### src/rtl/h_ecc_pkg.sv
// Shared ECC definitions: codeword/data widths, response status encoding
// and the clean/corrected/uncorrectable classification rule.
package h_ecc_pkg;

    localparam int CW_W = 12;   // 11-bit Hamming word plus overall parity in bit 0
    localparam int DW_W = 7;

    typedef enum logic [1:0] {
        ST_CLEAN  = 2'b00,
        ST_CORR   = 2'b01,
        ST_UNCORR = 2'b10
    } ecc_status_t;

    typedef struct packed {
        logic [DW_W-1:0] data;
        ecc_status_t     status;
    } ecc_rsp_t;

    // Any odd overall parity is treated as a single-bit error (correctable);
    // even parity with a non-zero syndrome means two bits flipped.
    function automatic ecc_status_t classify(input logic [3:0] syn, input logic par);
        ecc_status_t st;
        if (par)
            st = ST_CORR;
        else if (syn != 4'd0)
            st = ST_UNCORR;
        else
            st = ST_CLEAN;
        return st;
    endfunction

endpackage

### src/rtl/h_decoder_11_7.sv
// Hamming(11,7) decoder. i_Code[p-1] holds codeword position p (1..11);
// parity bits sit at positions 1,2,4,8, data at 3,5,6,7,9,10,11 (LSB first).
// Computes the syndrome and flips the addressed position before extracting data.
module h_decoder_11_7 (
    input  logic [10:0] i_Code,
    output logic [6:0]  o_Data,
    output logic [3:0]  o_Syndrome
);

    logic [11:1] pos;
    logic [11:1] flip;
    logic [11:1] fixed;

    assign pos = i_Code;

    assign o_Syndrome[0] = pos[1] ^ pos[3] ^ pos[5] ^ pos[7] ^ pos[9]  ^ pos[11];
    assign o_Syndrome[1] = pos[2] ^ pos[3] ^ pos[6] ^ pos[7] ^ pos[10] ^ pos[11];
    assign o_Syndrome[2] = pos[4] ^ pos[5] ^ pos[6] ^ pos[7];
    assign o_Syndrome[3] = pos[8] ^ pos[9] ^ pos[10] ^ pos[11];

    // One-hot flip mask; syndromes 0 and 12..15 point nowhere and flip nothing.
    always_comb begin
        flip = '0;
        for (int p = 1; p <= 11; p++)
            flip[p] = (o_Syndrome == 4'(p));
    end

    assign fixed  = pos ^ flip;
    assign o_Data = {fixed[11], fixed[10], fixed[9], fixed[7], fixed[6], fixed[5], fixed[3]};

endmodule

### src/rtl/h_rr_pick.sv
// Round-robin pick: first set request at or above i_Ptr, wrapping to 0.
module h_rr_pick #(
    parameter  int NREQ = 4,
    localparam int ID_W = $clog2(NREQ)
) (
    input  logic [NREQ-1:0] i_Req,
    input  logic [ID_W-1:0] i_Ptr,
    output logic [NREQ-1:0] o_Gnt,
    output logic [ID_W-1:0] o_Idx,
    output logic            o_Any
);

    // Scan offsets from farthest to nearest so the nearest hit wins.
    always_comb begin
        int              cand;
        logic [ID_W-1:0] cidx;
        cand  = 0;
        cidx  = '0;
        o_Gnt = '0;
        o_Idx = '0;
        o_Any = 1'b0;
        for (int i = NREQ - 1; i >= 0; i--) begin
            cand = int'(i_Ptr) + i;
            if (cand >= NREQ)
                cand = cand - NREQ;
            cidx = ID_W'(cand);
            if (i_Req[cidx]) begin
                o_Idx = cidx;
                o_Any = 1'b1;
            end
        end
        o_Gnt[o_Idx] = o_Any;
    end

endmodule

### src/rtl/h_decode_arbiter.sv
// Shares one Hamming(11,7) decoder between NREQ codeword requesters.
// Grant, mux, decode and classify are combinational in the grant cycle;
// the response, event counters and sticky IRQ register on the same edge.
module h_decode_arbiter
    import h_ecc_pkg::*;
#(
    parameter  int NREQ  = 4,
    parameter  int CNT_W = 16,
    localparam int ID_W  = $clog2(NREQ)
) (
    input  logic                 i_Clk,
    input  logic                 i_Rst_n,
    input  logic [NREQ-1:0]      i_ReqValid,
    input  logic [NREQ*CW_W-1:0] i_ReqCode,
    output logic [NREQ-1:0]      o_ReqReady,
    output logic                 o_RspValid,
    input  logic                 i_RspReady,
    output logic [DW_W-1:0]      o_RspData,
    output logic [ID_W-1:0]      o_RspId,
    output logic [1:0]           o_RspStatus,
    output logic [CNT_W-1:0]     o_CorrCnt,
    output logic [CNT_W-1:0]     o_UncorrCnt,
    input  logic                 i_CntClr,
    output logic                 o_Irq,
    input  logic                 i_IrqClr
);

    localparam logic [CNT_W-1:0] CNT_MAX = '1;

    logic [ID_W-1:0] rr_ptr;
    logic [NREQ-1:0] gnt;
    logic [ID_W-1:0] gnt_idx;
    logic            gnt_any;
    logic            can_acc;
    logic            xfer;
    logic [CW_W-1:0] sel_code;
    logic [3:0]      dec_syn;
    logic            par;
    ecc_rsp_t        rsp_nxt;
    logic            inc_corr;
    logic            inc_unc;

    h_rr_pick #(.NREQ(NREQ)) u_pick (
        .i_Req (i_ReqValid),
        .i_Ptr (rr_ptr),
        .o_Gnt (gnt),
        .o_Idx (gnt_idx),
        .o_Any (gnt_any)
    );

    // Grant is offered only when the response slot is free or draining.
    assign can_acc    = !o_RspValid || i_RspReady;
    assign o_ReqReady = can_acc ? gnt : '0;
    assign xfer       = can_acc && gnt_any;

    assign sel_code = i_ReqCode[gnt_idx*CW_W +: CW_W];

    h_decoder_11_7 u_dec (
        .i_Code     (sel_code[CW_W-1:1]),
        .o_Data     (rsp_nxt.data),
        .o_Syndrome (dec_syn)
    );

    // Overall parity covers all 12 bits, including the parity bit itself.
    assign par            = ^sel_code;
    assign rsp_nxt.status = classify(dec_syn, par);
    assign inc_corr       = xfer && (rsp_nxt.status == ST_CORR);
    assign inc_unc        = xfer && (rsp_nxt.status == ST_UNCORR);

    // Round-robin pointer moves just past the requester that transferred.
    always_ff @(posedge i_Clk or negedge i_Rst_n) begin
        if (!i_Rst_n)
            rr_ptr <= '0;
        else if (xfer)
            rr_ptr <= (gnt_idx == ID_W'(NREQ - 1)) ? '0 : gnt_idx + 1'b1;
    end

    // Response register: load on transfer, drop valid once consumed, else hold.
    always_ff @(posedge i_Clk or negedge i_Rst_n) begin
        if (!i_Rst_n) begin
            o_RspValid  <= 1'b0;
            o_RspData   <= '0;
            o_RspId     <= '0;
            o_RspStatus <= '0;
        end else if (xfer) begin
            o_RspValid  <= 1'b1;
            o_RspData   <= rsp_nxt.data;
            o_RspId     <= gnt_idx;
            o_RspStatus <= rsp_nxt.status;
        end else if (i_RspReady) begin
            o_RspValid  <= 1'b0;
        end
    end

    // Corrected counter: saturating; a clear with a coincident hit counts that hit.
    always_ff @(posedge i_Clk or negedge i_Rst_n) begin
        if (!i_Rst_n)
            o_CorrCnt <= '0;
        else if (i_CntClr)
            o_CorrCnt <= inc_corr ? CNT_W'(1) : '0;
        else if (inc_corr && o_CorrCnt != CNT_MAX)
            o_CorrCnt <= o_CorrCnt + 1'b1;
    end

    // Uncorrectable counter: same rules as the corrected counter.
    always_ff @(posedge i_Clk or negedge i_Rst_n) begin
        if (!i_Rst_n)
            o_UncorrCnt <= '0;
        else if (i_CntClr)
            o_UncorrCnt <= inc_unc ? CNT_W'(1) : '0;
        else if (inc_unc && o_UncorrCnt != CNT_MAX)
            o_UncorrCnt <= o_UncorrCnt + 1'b1;
    end

    // Sticky IRQ: a new uncorrectable event beats a simultaneous clear.
    always_ff @(posedge i_Clk or negedge i_Rst_n) begin
        if (!i_Rst_n)
            o_Irq <= 1'b0;
        else if (inc_unc)
            o_Irq <= 1'b1;
        else if (i_IrqClr)
            o_Irq <= 1'b0;
    end

endmodule

### config.mk
export PLATFORM = sky130hd
export DESIGN_NAME = h_decode_arbiter
export DESIGN_NICKNAME = d
export VERILOG_FILES = /design/src/rtl/h_ecc_pkg.sv /design/src/rtl/h_decoder_11_7.sv /design/src/rtl/h_rr_pick.sv /design/src/rtl/h_decode_arbiter.sv
export SDC_FILE = /design/constraint.sdc
export NUM_CORES = 1
export LEC_CHECK = 0
export ABC_AREA = 1
export BUFFER_PORTS_ARGS = -buffer_cell sky130_fd_sc_hd__buf_2
export CAP_MARGIN = 20
export CORE_MARGIN = 2
export CORE_UTILIZATION = 35
export CTS_BUF_LIST = sky130_fd_sc_hd__clkbuf_8 sky130_fd_sc_hd__clkbuf_16
export CTS_CLUSTER_SIZE = 20
export DETAILED_ROUTE_END_ITERATION = 10
export SYNTH_ARGS = -nofsm -noshare
export SYNTH_HDL_FRONTEND = slang
export SYNTH_SLANG_ARGS = --single-unit
### constraint.sdc
create_clock -name i_Clk -period 3.8 [get_ports i_Clk]
set_input_delay 0.76 -clock i_Clk [delete_from_list [all_inputs] [get_ports i_Clk]]
set_output_delay 0.76 -clock i_Clk [all_outputs]
set_load 0.01 [all_outputs]
==> out/metrics.yaml <==
status:
  status: "finished clean"
synthesis:
  ys_seq_elements: 47
  synth_area_leaders: "dfrtp_1, nand2_1, nand3_1"
  synth_top_family_by_area: "simple AND/OR/NAND/NOR gates"
  synth_common_cells: "nand2_1, nand3_1, inv_1"
  synth_mux_area_share_pct: 0
  yosysMostFrequentCell: "nand2_1"
  synthAdderAreaFrac_pct: 1.70
  ys_seq_area_share_pct: 26.7
  synth_xor_area_share_pct: 5.57
  synth_edf_count: 0
  synth_cells: 686
  syn_area_per_cell_um2: 6.42
  synth_area_mm2: 0.00441
  synth_area_leader_cell: "dfrtp_1"
  synth_fp_nets: 749
  synth_compound_area_share_pct: 2.30
  synth-simple-area-share_pct: 52.2
  synth_top_area_share_pct: 26.7
  yosys_most_used_dff: "dfrtp_1"
  synth_warnings: 0
  async_flop_share_pct: 100
  synth_cell_type_count: 37
drt:
  routedWlPerCell_um: 12.0
  drc: 0
  drtIter0Drc: 212
  first_pass_iters: 4
  vias: 4496
  ant_nets: 0
  vias_per_cell: 4.75
  wl_um: 11300
global_routing:
  gr-total-overflow: 0
  grt_use_total_pct: 17.3
  grt_start_max_net_pins: 50
  grt_first_pass_wirelength_um: 19100
  grt_pass1_vias: 4092
  antenna_found_initial: 0
cts:
  clk_pin_slew_ns: 0.07
  cts.sinks: 47
  h-tree-depth: 2
  post_cts_buffers: 0
  clk_path_buf_depth: 2
  root_buffer: "clkbuf_16"
  cts_resized: 0
  cts_tree: "built"
  clk_latency_ns: 0.29
  numCtsBuffers: 5
  cts_hold_buffers: 0
timing:
  fin_hold_ws_ns: 0.481
  slew_headroom_pct: 46.3
  worstMarginPinSlew_ns: 0.806
  final.period_utilization_pct: 88.1
  worst_slack_ns: 0.452
  period_needed_ns: 3.35
  fmaxAchievable_mhz: 299
  tns_ns: 0
  hold_viol: 0
  rsz0062_at_grt: "no"
  setup_viol: 0
  skew_ns: 0.00651
  slew_violations: 0
floorplanning:
  die_x_um: 116
  fp.dieH_um: 116
  pin_count: 106
  num_rows: 40
  initial_core_util_pct: 36.2
  die-area_mm2: 0.0135
  core_mm2: 0.0122
cells_and_area:
  utilization_pct: 42.5
  antennaDiodeCount: 0
  areaGrowthSynthToFinish_pct: 17.2
  final_nets: 841
  drive_above_1_share_pct: 20.8
critical_path:
  endpoint_kind: "flop"
  path_max_fanout: 31
  critical_path_class: "reg2reg"
  crit_arrival_ns: 3.52
  cp-start-kind: "flop"
  required_ns: 3.98
hold_path:
  hold_class: "reg2reg"
place:
  place.port_buffers: 105
  place_congestion: 0.848
  dp_slack_ns: 0.187
  hpwlAfterDp_um: 8620
flow_run:
  max_cap_violations: 0
-- flip-flops by register name (all words and copies together), names as in the netlist --
register / cells
o_CorrCnt: 16
o_UncorrCnt: 16
o_RspData: 7
o_RspId: 2
o_RspStatus: 2
rr_ptr: 2
o_Irq: 1
o_RspValid: 1
-- logic make-up after synthesis --
kind of cell | count (synthesis)
fa+ha+maj | 6
simple gates | 484
flops | 47
compound gates | 16
xor+xnor | 28
buf+inv | 105
-- cell type report --
cell class / count / area, um^2
Fill cell: 1341 / 7000
Multi-Input combinational cell: 534 / 2720
Sequential cell: 47 / 1180
Timing Repair Buffer: 114 / 618
Inverter: 76 / 290
Tap cell: 168 / 210
Clock buffer: 6 / 139
Clock inverter: 2 / 12.5
-- through the flow --
step / area (um^2) / instances
3_3_place_gp: 5010 / 939
2_1_floorplan: 4410 / 686
3_5_place_dp: 5010 / 939
5_1_grt: 5170 / 947
6_report: 5170 / 947
4_1_cts: 5170 / 947
-- layout by cell type, fill, tap and decap left out, types with 2 or more instances in the layout --
| cell | n |
|---|---|
| nand2_1 | 259 |
| nand3_1 | 110 |
| buf_2 | 105 |
| inv_1 | 69 |
| dfrtp_1 | 47 |
| nor2_1 | 34 |
| xor2_1 | 27 |
| nand4_1 | 25 |
| nand3b_1 | 16 |
| nand2_2 | 14 |
| buf_4 | 7 |
| inv_2 | 6 |
| ha_1 | 6 |
| o21ai_0 | 5 |
| a31oi_1 | 5 |
| clkbuf_16 | 5 |
| nand3_2 | 4 |
| nor3_1 | 4 |
| nor2_4 | 3 |
| nor2_8 | 3 |
| inv_4 | 2 |
| o21ai_1 | 2 |
| nor2_2 | 2 |
| nand2_4 | 2 |
| a21oi_1 | 2 |
| nand3_4 | 2 |
| nor4_1 | 2 |
| buf_12 | 2 |
-- worst paths after layout --
path	startpoint	endpoint	slack [ns]	cells after the start
worst max-delay path	rr_ptr[0]	o_UncorrCnt[2]	0.45	22
worst min-delay path	o_RspStatus[1]	o_RspStatus[1]	0.48	2
worst max register to register	rr_ptr[0]	o_UncorrCnt[2]	0.45	22
worst min register to register	o_RspStatus[1]	o_RspStatus[1]	0.48	2
max in group asynchronous	i_Rst_n	o_RspData[0]	2.55	2
min in group asynchronous	i_Rst_n	o_CorrCnt[5]	0.56	1
-- critical path, cell delays in order, from the launching register on --
cell,delay (ns)
dfrtp_1,0.61
inv_4,0.07
nand2_2,0.10
nand3_1,0.10
nand2_1,0.10
nand3_2,0.10
nand3_4,0.11
buf_4,0.32
nand3_1,0.15
nand2_1,0.09
nand2_1,0.04
nand2_1,0.14
nand2_1,0.07
nand2_1,0.13
nand2_1,0.09
nand2_1,0.07
nand2_1,0.08
nand2_4,0.12
inv_4,0.06
nand3_2,0.08
nand4_2,0.37
nand3_1,0.19
nand2_1,0.07
-- per-layer routing --
| metal | track usage [%] | part of all wire, % |
|---|---|---|
| met1 | 23.5 | 47 |
| met3 | 2.23 | 3.4 |
| met2 | 29.4 | 48 |
| met5 | 0 | 0 |
| met4 | 3.89 | 0.86 |
Power is not shown: default switching activity piles up to over one toggle a cycle in this logic, so the estimate is an artifact.
